### src/rtl/rd_burst_ctrl.sv
// Read-burst sequencer for the conv read mux: one command at a time, strided
// address stream with first/last markers, then a wait for the mux last data beat.
module rd_burst_ctrl #(
  parameter int AW  = 13,
  parameter int IFW = 5,
  parameter int LW  = 8
) (
  input  logic           clk,
  input  logic           rst_n,
  input  logic [AW-1:0]  cmd_addr,
  input  logic [AW-1:0]  cmd_stride,
  input  logic [LW-1:0]  cmd_len,
  input  logic [IFW-1:0] cmd_info,
  input  logic           cmd_valid,
  output logic           cmd_ready,
  output logic [IFW-1:0] info,
  output logic [AW-1:0]  m_addr,
  output logic           m_addr_first,
  output logic           m_addr_last,
  output logic           m_addr_valid,
  input  logic           m_addr_ready,
  input  logic           mon_valid,
  input  logic           mon_ready,
  input  logic           mon_last,
  output logic           busy,
  output logic           done,
  output logic           err
);

  typedef enum logic [1:0] {IDLE, ADDR, DRAIN} state_t;

  state_t         state_q, state_d;
  logic [AW-1:0]  addr_q, addr_d;
  logic [AW-1:0]  stride_q, stride_d;
  logic [LW-1:0]  len_q, len_d;
  logic [LW-1:0]  beat_q, beat_d;
  logic [LW:0]    dcnt_q, dcnt_d;
  logic [IFW-1:0] info_q, info_d;
  logic           valid_q, valid_d;
  logic           first_q, first_d;
  logic           last_q, last_d;
  logic           busy_q, busy_d;
  logic           done_q, done_d;
  logic           err_q, err_d;
  logic           early_q, early_d;

  logic           addr_hs;
  logic           mon_hs;
  logic           mon_last_hs;
  logic [LW:0]    dcnt_inc;
  logic [LW:0]    beats_exp;
  logic           cnt_bad;

  // cmd_ready is the only combinational output; gating with rst_n keeps it low in reset.
  assign cmd_ready    = rst_n & (state_q == IDLE);
  assign info         = info_q;
  assign m_addr       = addr_q;
  assign m_addr_first = first_q;
  assign m_addr_last  = last_q;
  assign m_addr_valid = valid_q;
  assign busy         = busy_q;
  assign done         = done_q;
  assign err          = err_q;

  assign addr_hs     = valid_q & m_addr_ready;
  assign mon_hs      = mon_valid & mon_ready;
  assign mon_last_hs = mon_hs & mon_last;
  assign dcnt_inc    = dcnt_q + (LW+1)'(1);
  assign beats_exp   = {1'b0, len_q} + (LW+1)'(1);
  assign cnt_bad     = (dcnt_inc != beats_exp);

  always_comb begin
    // NOTE: every _d gets its hold value first so no path through the case
    // statement can leave a variable unassigned and infer a latch.
    state_d  = state_q;
    addr_d   = addr_q;
    stride_d = stride_q;
    len_d    = len_q;
    beat_d   = beat_q;
    dcnt_d   = dcnt_q;
    info_d   = info_q;
    valid_d  = valid_q;
    first_d  = first_q;
    last_d   = last_q;
    err_d    = err_q;
    early_d  = early_q;
    done_d   = 1'b0;

    unique case (state_q)
      IDLE: begin
        if (cmd_valid) begin
          state_d  = ADDR;
          addr_d   = cmd_addr;
          stride_d = cmd_stride;
          len_d    = cmd_len;
          info_d   = cmd_info;
          beat_d   = '0;
          dcnt_d   = '0;
          err_d    = 1'b0;
          early_d  = 1'b0;
          valid_d  = 1'b1;
          first_d  = 1'b1;
          last_d   = (cmd_len == '0);
        end
      end

      ADDR: begin
        if (mon_hs) dcnt_d = dcnt_inc;
        // Data can finish before the address stream does; remember it for DRAIN.
        if (mon_last_hs) begin
          early_d = 1'b1;
          if (cnt_bad) err_d = 1'b1;
        end
        if (addr_hs) begin
          if (beat_q == len_q) begin
            state_d = DRAIN;
            valid_d = 1'b0;
            first_d = 1'b0;
            last_d  = 1'b0;
          end else begin
            beat_d  = beat_q + LW'(1);
            addr_d  = addr_q + stride_q;
            first_d = 1'b0;
            last_d  = ((beat_q + LW'(1)) == len_q);
          end
        end
      end

      DRAIN: begin
        if (mon_hs) dcnt_d = dcnt_inc;
        if (mon_last_hs && cnt_bad) err_d = 1'b1;
        if (early_q || mon_last_hs) begin
          state_d = IDLE;
          done_d  = 1'b1;
        end
      end

      default: state_d = IDLE;
    endcase

    busy_d = (state_d != IDLE);
  end

  // NOTE: sequential state uses non-blocking assignments so every flop samples
  // the pre-edge values regardless of statement order.
  always_ff @(posedge clk or negedge rst_n) begin
    if (!rst_n) begin
      state_q  <= IDLE;
      addr_q   <= '0;
      stride_q <= '0;
      len_q    <= '0;
      beat_q   <= '0;
      dcnt_q   <= '0;
      info_q   <= '0;
      valid_q  <= 1'b0;
      first_q  <= 1'b0;
      last_q   <= 1'b0;
      busy_q   <= 1'b0;
      done_q   <= 1'b0;
      err_q    <= 1'b0;
      early_q  <= 1'b0;
    end else begin
      state_q  <= state_d;
      addr_q   <= addr_d;
      stride_q <= stride_d;
      len_q    <= len_d;
      beat_q   <= beat_d;
      dcnt_q   <= dcnt_d;
      info_q   <= info_d;
      valid_q  <= valid_d;
      first_q  <= first_d;
      last_q   <= last_d;
      busy_q   <= busy_d;
      done_q   <= done_d;
      err_q    <= err_d;
      early_q  <= early_d;
    end
  end

endmodule

### config.mk
export PLATFORM = sky130hd
export DESIGN_NAME = rd_burst_ctrl
export DESIGN_NICKNAME = d
export VERILOG_FILES = /design/src/rtl/rd_burst_ctrl.sv
export SDC_FILE = /design/constraint.sdc
export NUM_CORES = 1
export LEC_CHECK = 0
export ABC_AREA = 1
export CORE_UTILIZATION = 54
export DETAILED_ROUTE_END_ITERATION = 7
export GPL_TIMING_DRIVEN = 0
export HOLD_SLACK_MARGIN = 0.06
export PLACE_DENSITY = 0.83
export SLEW_MARGIN = 25
export SYNTH_ARGS = -nofsm -noshare
export SYNTH_HDL_FRONTEND = slang
export SYNTH_SLANG_ARGS = --single-unit
### constraint.sdc
create_clock -name clk -period 2.35 [get_ports clk]
set_clock_uncertainty 0.1 [all_clocks]
set_input_delay 0.3525 -clock clk [delete_from_list [all_inputs] [get_ports clk]]
set_output_delay 0.3525 -clock clk [all_outputs]
set_load 0.02 [all_outputs]
==> results by group <==
Outcome
  – Status: completed

Final layout
  – Most common cell after layout, fill and taps aside: nand2_1
  – Final Non-Filler Cells: 710
  – ANT cells: 0
  – Commonest cells after routing, fill and taps aside: nand2_1, clkdlybuf4s50_1, dfrtp_1
  – Share of post-route cells with drive strength above 1: 11.6%
  – Syn-to-layout area delta: 29.0%
  – Finished Cell Area: 5320 um^2
  – Post-layout nets: 672

GRT
  – Largest net degree at the start of global routing: 46
  – Total GRT Usage: 29.6%
  – Grt ovf: 0
  – Vias in the first global route: 3911
  – First-pass GRT wire length: 17900 um
  – Initial antenna violation count: 0

Routing
  – Routed via count: 3991
  – Wire length per cell: 15.2 um
  – Initial DRC Count: 275
  – Antenna viol nets, final: 0
  – Initial DRT Pass Iterations: 5
  – Post-Route WL: 10800 um
  – Residual DRC: 0
  – DR vias/cell: 5.62

Setup path
  – Startpoint types: flop
  – CP Class: reg2reg
  – Crit-path slowest cell: dfrtp_1
  – Cells along the critical path: inv_1 -> ha_2 -> inv_2 -> a21oi_2 -> nand2_2 -> inv_2 -> nand2_4 -> inv_2 -> buf_6 -> o21ai_0 -> o21ai_1
  – Top Family by Delay on Critical Path: buffers and inverters
  – Reg2Reg Depth: 11
  – CP peak stage delay: 0.41 ns
  – Bufs and invs on worst path: 5
  – Nature of the critical path endpoint: flop
  – Worst reg2reg setup slack: 0.13 ns
  – FF-to-FF End: m_addr[12]
  – Worst-path fanout max: 10
  – Worst path required time: 2.52 ns
  – FF-to-FF Start: state_q[1]
  – Crit path DAT: 2.38 ns
  – Crit-path most repeated cell: inv_2

Die
  – Num ports: 71
  – Die area: 7990 um^2
  – Site Rows: 31
  – Die H: 89.4 um
  – Core ar.: 7330 um^2
  – Die Wd: 89.4 um
  – Initial Util: 56.2%

Placed design
  – Placed inst area: 4970 um^2
  – Gpl congestion: 0.872
  – Placed cells: 691
  – IO buf count: 70
  – Post-DP HPWL: 7840 um

Synthesis
  – Mapped Avg Cell Area: 7.91 um^2
  – Top area cells in the synthesized netlist: dfrtp_1, nand2_1, ha_1, mux2_2, nor2_1
  – Mapped Cells: 521
  – Syn_nets: 587
  – Post-Syn Area: 4120 um^2
  – Cell type with the largest total area after synthesis: dfrtp_1
  – Seq/Total Area, Yosys: 39.5%
  – Synth unique cells: 43
  – Synthesized flop and latch total: 65
  – Share of the synthesized area in the top cell type: 39.5%
  – Synth warn: 0

Clock tree
  – Post-CTS Setup Inserts: 0
  – Total CTS buffers: 9
  – CTS Sinks: 65
  – CTS tree: built
  – H-tree depth: 3
  – CTS max path bufs: 2
  – Clock transition at path regs: 0.08 ns
  – Worst-Skew Late Latency: 0.35 ns
  – Clock root buffer: clkbuf_8

Pwr
  – Gate power share: 58.2%
  – P_leak: 0.00255 uW
  – Net Switching: 3620 uW
  – VDD IR-drop max: 0.904 mV
  – Clk pwr share: 16.2%
  – Reg power frac: 25.5%
  – Cell-internal power: 4310 uW
  – Switching share of power: 45.6%
  – Pwr dens: 1490 nW/um^2

Timing
  – Slew Viols, Final: 0
  – # setup viols final: 0
  – FMAX: 0.451 GHz
  – Normalized max-slew margin: 63.8%
  – RSZ-0062 raised after global routing: yes
  – Final period utilization: 94.4%
  – Worst-Margin Slew: 0.544 ns
  – Crit path time final: 2.22 ns
  – Fin. Hold Viols: 0

Worst hold path
  – Worst hold path depth: 2
  – Hold Crit Endpoint: err
  – Hold Crit Start: err
  – HP Class: reg2reg

Flow run
  – Max-cap violation count: 0
worst register-to-register path: stages (launching register included):
cell	delay [ns]
dfrtp_1	0.41
inv_1	0.11
ha_2	0.29
inv_2	0.14
a21oi_2	0.17
nand2_2	0.13
inv_2	0.11
nand2_4	0.11
inv_2	0.09
buf_6	0.15
o21ai_0	0.13
o21ai_1	0.20
kinds of logic (layout without fill, tap and decap cells):
| family | Yosys count | in the layout | share of synthesized area, % |
|---|---|---|---|
| AO/OA/AOI/OAI | 71 | 71 | 10.0 |
| XOR/XNOR | 27 | 27 | 6.10 |
| adder cells (fa/ha/maj) | 20 | 20 | 6.25 |
| buffers and inverters | 62 | 152 | 6.22 |
| flip-flops | 65 | 65 | 39.5 |
| multiplexers | 19 | 19 | 5.19 |
| AND/OR/NAND/NOR | 257 | 257 | 26.8 |
layer usage:
| layer | GRT usage, % | vias up | share of wire [%] |
|---|---|---|---|
| met5 | 0 | - | 0 |
| met2 | 49.5 | 171 | 48 |
| met4 | 10.4 | 0 | 2.0 |
| met3 | 6.46 | 26 | 7.3 |
| met1 | 38.0 | 1909 | 42 |
| li1 | - | 1885 | - |
cell usage after synthesis (all sizes together):
master / instances
a211oi: 1
a21boi: 1
a21o: 2
a21oi: 24
a22o: 2
a22oi: 2
a2bb2oi: 1
a31o: 1
a31oi: 1
buf: 7
clkbuf: 4
dfrtp: 65
fa: 1
ha: 19
inv: 51
mux2: 19
nand2: 150
nand3: 32
nand3b: 1
nand4: 8
nor2: 56
nor3: 7
nor3b: 1
nor4: 2
o211ai: 4
o21a: 1
o21ai: 23
o22ai: 8
xnor2: 10
xor2: 17
flip-flops by register name, indices dropped and copies added, names as in the netlist:
| name | count |
|---|---|
| len_q | 8 |
| err | 1 |
| m_addr_first | 1 |
| m_addr_valid | 1 |
| dcnt_q | 9 |
| stride_q | 13 |
| early_q | 1 |
| m_addr | 13 |
| info | 5 |
| beat_q | 8 |
| m_addr_last | 1 |
| busy | 1 |
| state_q | 2 |
| done | 1 |
metrics by stage:
step	TNS (ns)	setup WS, ns	power, uW	util (%)	hold slack, ns
3_3_place_gp	-92.00	-1.98	6250	67.5	0.357
5_1_grt	-0.0351	-0.0171	8530	72.5	0.400
3_5_place_dp	-0.379	-0.112	6430	67.8	0.167
2_1_floorplan	0	0.255	5130	-	-0.0431
6_report	0	0.132	7920	72.5	0.374
4_1_cts	0	0.0521	7810	72.1	0.378
cell type report:
cell class | instances | area [um^2]
buffer | 11 | 66.3
clock buffer | 9 | 124
clock inverter | 7 | 143
fill | 529 | 2010
inverter | 51 | 191
multi-input combinational | 394 | 2270
sequential | 65 | 1630
tap | 99 | 124
timing repair buffer | 74 | 771
worst max-delay path by stage:
stage | depth (start not counted) | start | slack (ns) | end
floorplan | 9 | m_addr[0] | 0.25 | m_addr[12]
global placement | 4 | rst_n | -1.98 | cmd_ready
detailed placement | 6 | cmd_valid | -0.11 | m_addr[1]
CTS | 6 | state_q[0] | 0.05 | dcnt_q[1]
global route | 11 | state_q[1] | -0.02 | m_addr[12]
finish | 11 | state_q[1] | 0.13 | m_addr[12]
power groups by stage:
| stage | registers [uW] | clock network (uW) | logic, uW |
|---|---|---|---|
| finish | 2020 | 1290 | 4610 |
| global route | 2070 | 1350 | 5110 |
| CTS | 2010 | 1290 | 4510 |
| detailed placement | 2020 | 0 | 4410 |
| global placement | 2010 | 0 | 4240 |
| floorplan | 2160 | 0 | 2970 |
repair_timing:
action / CTS / global route
endpoints found under the setup margin: 3 / 25
resized for setup: 1 / 12
hold buffers: 3 / 0
hold endpoints to repair: 20 / 0
pin swaps: 0 / 0
No activity file was read; power rests on OpenSTA's default activity.
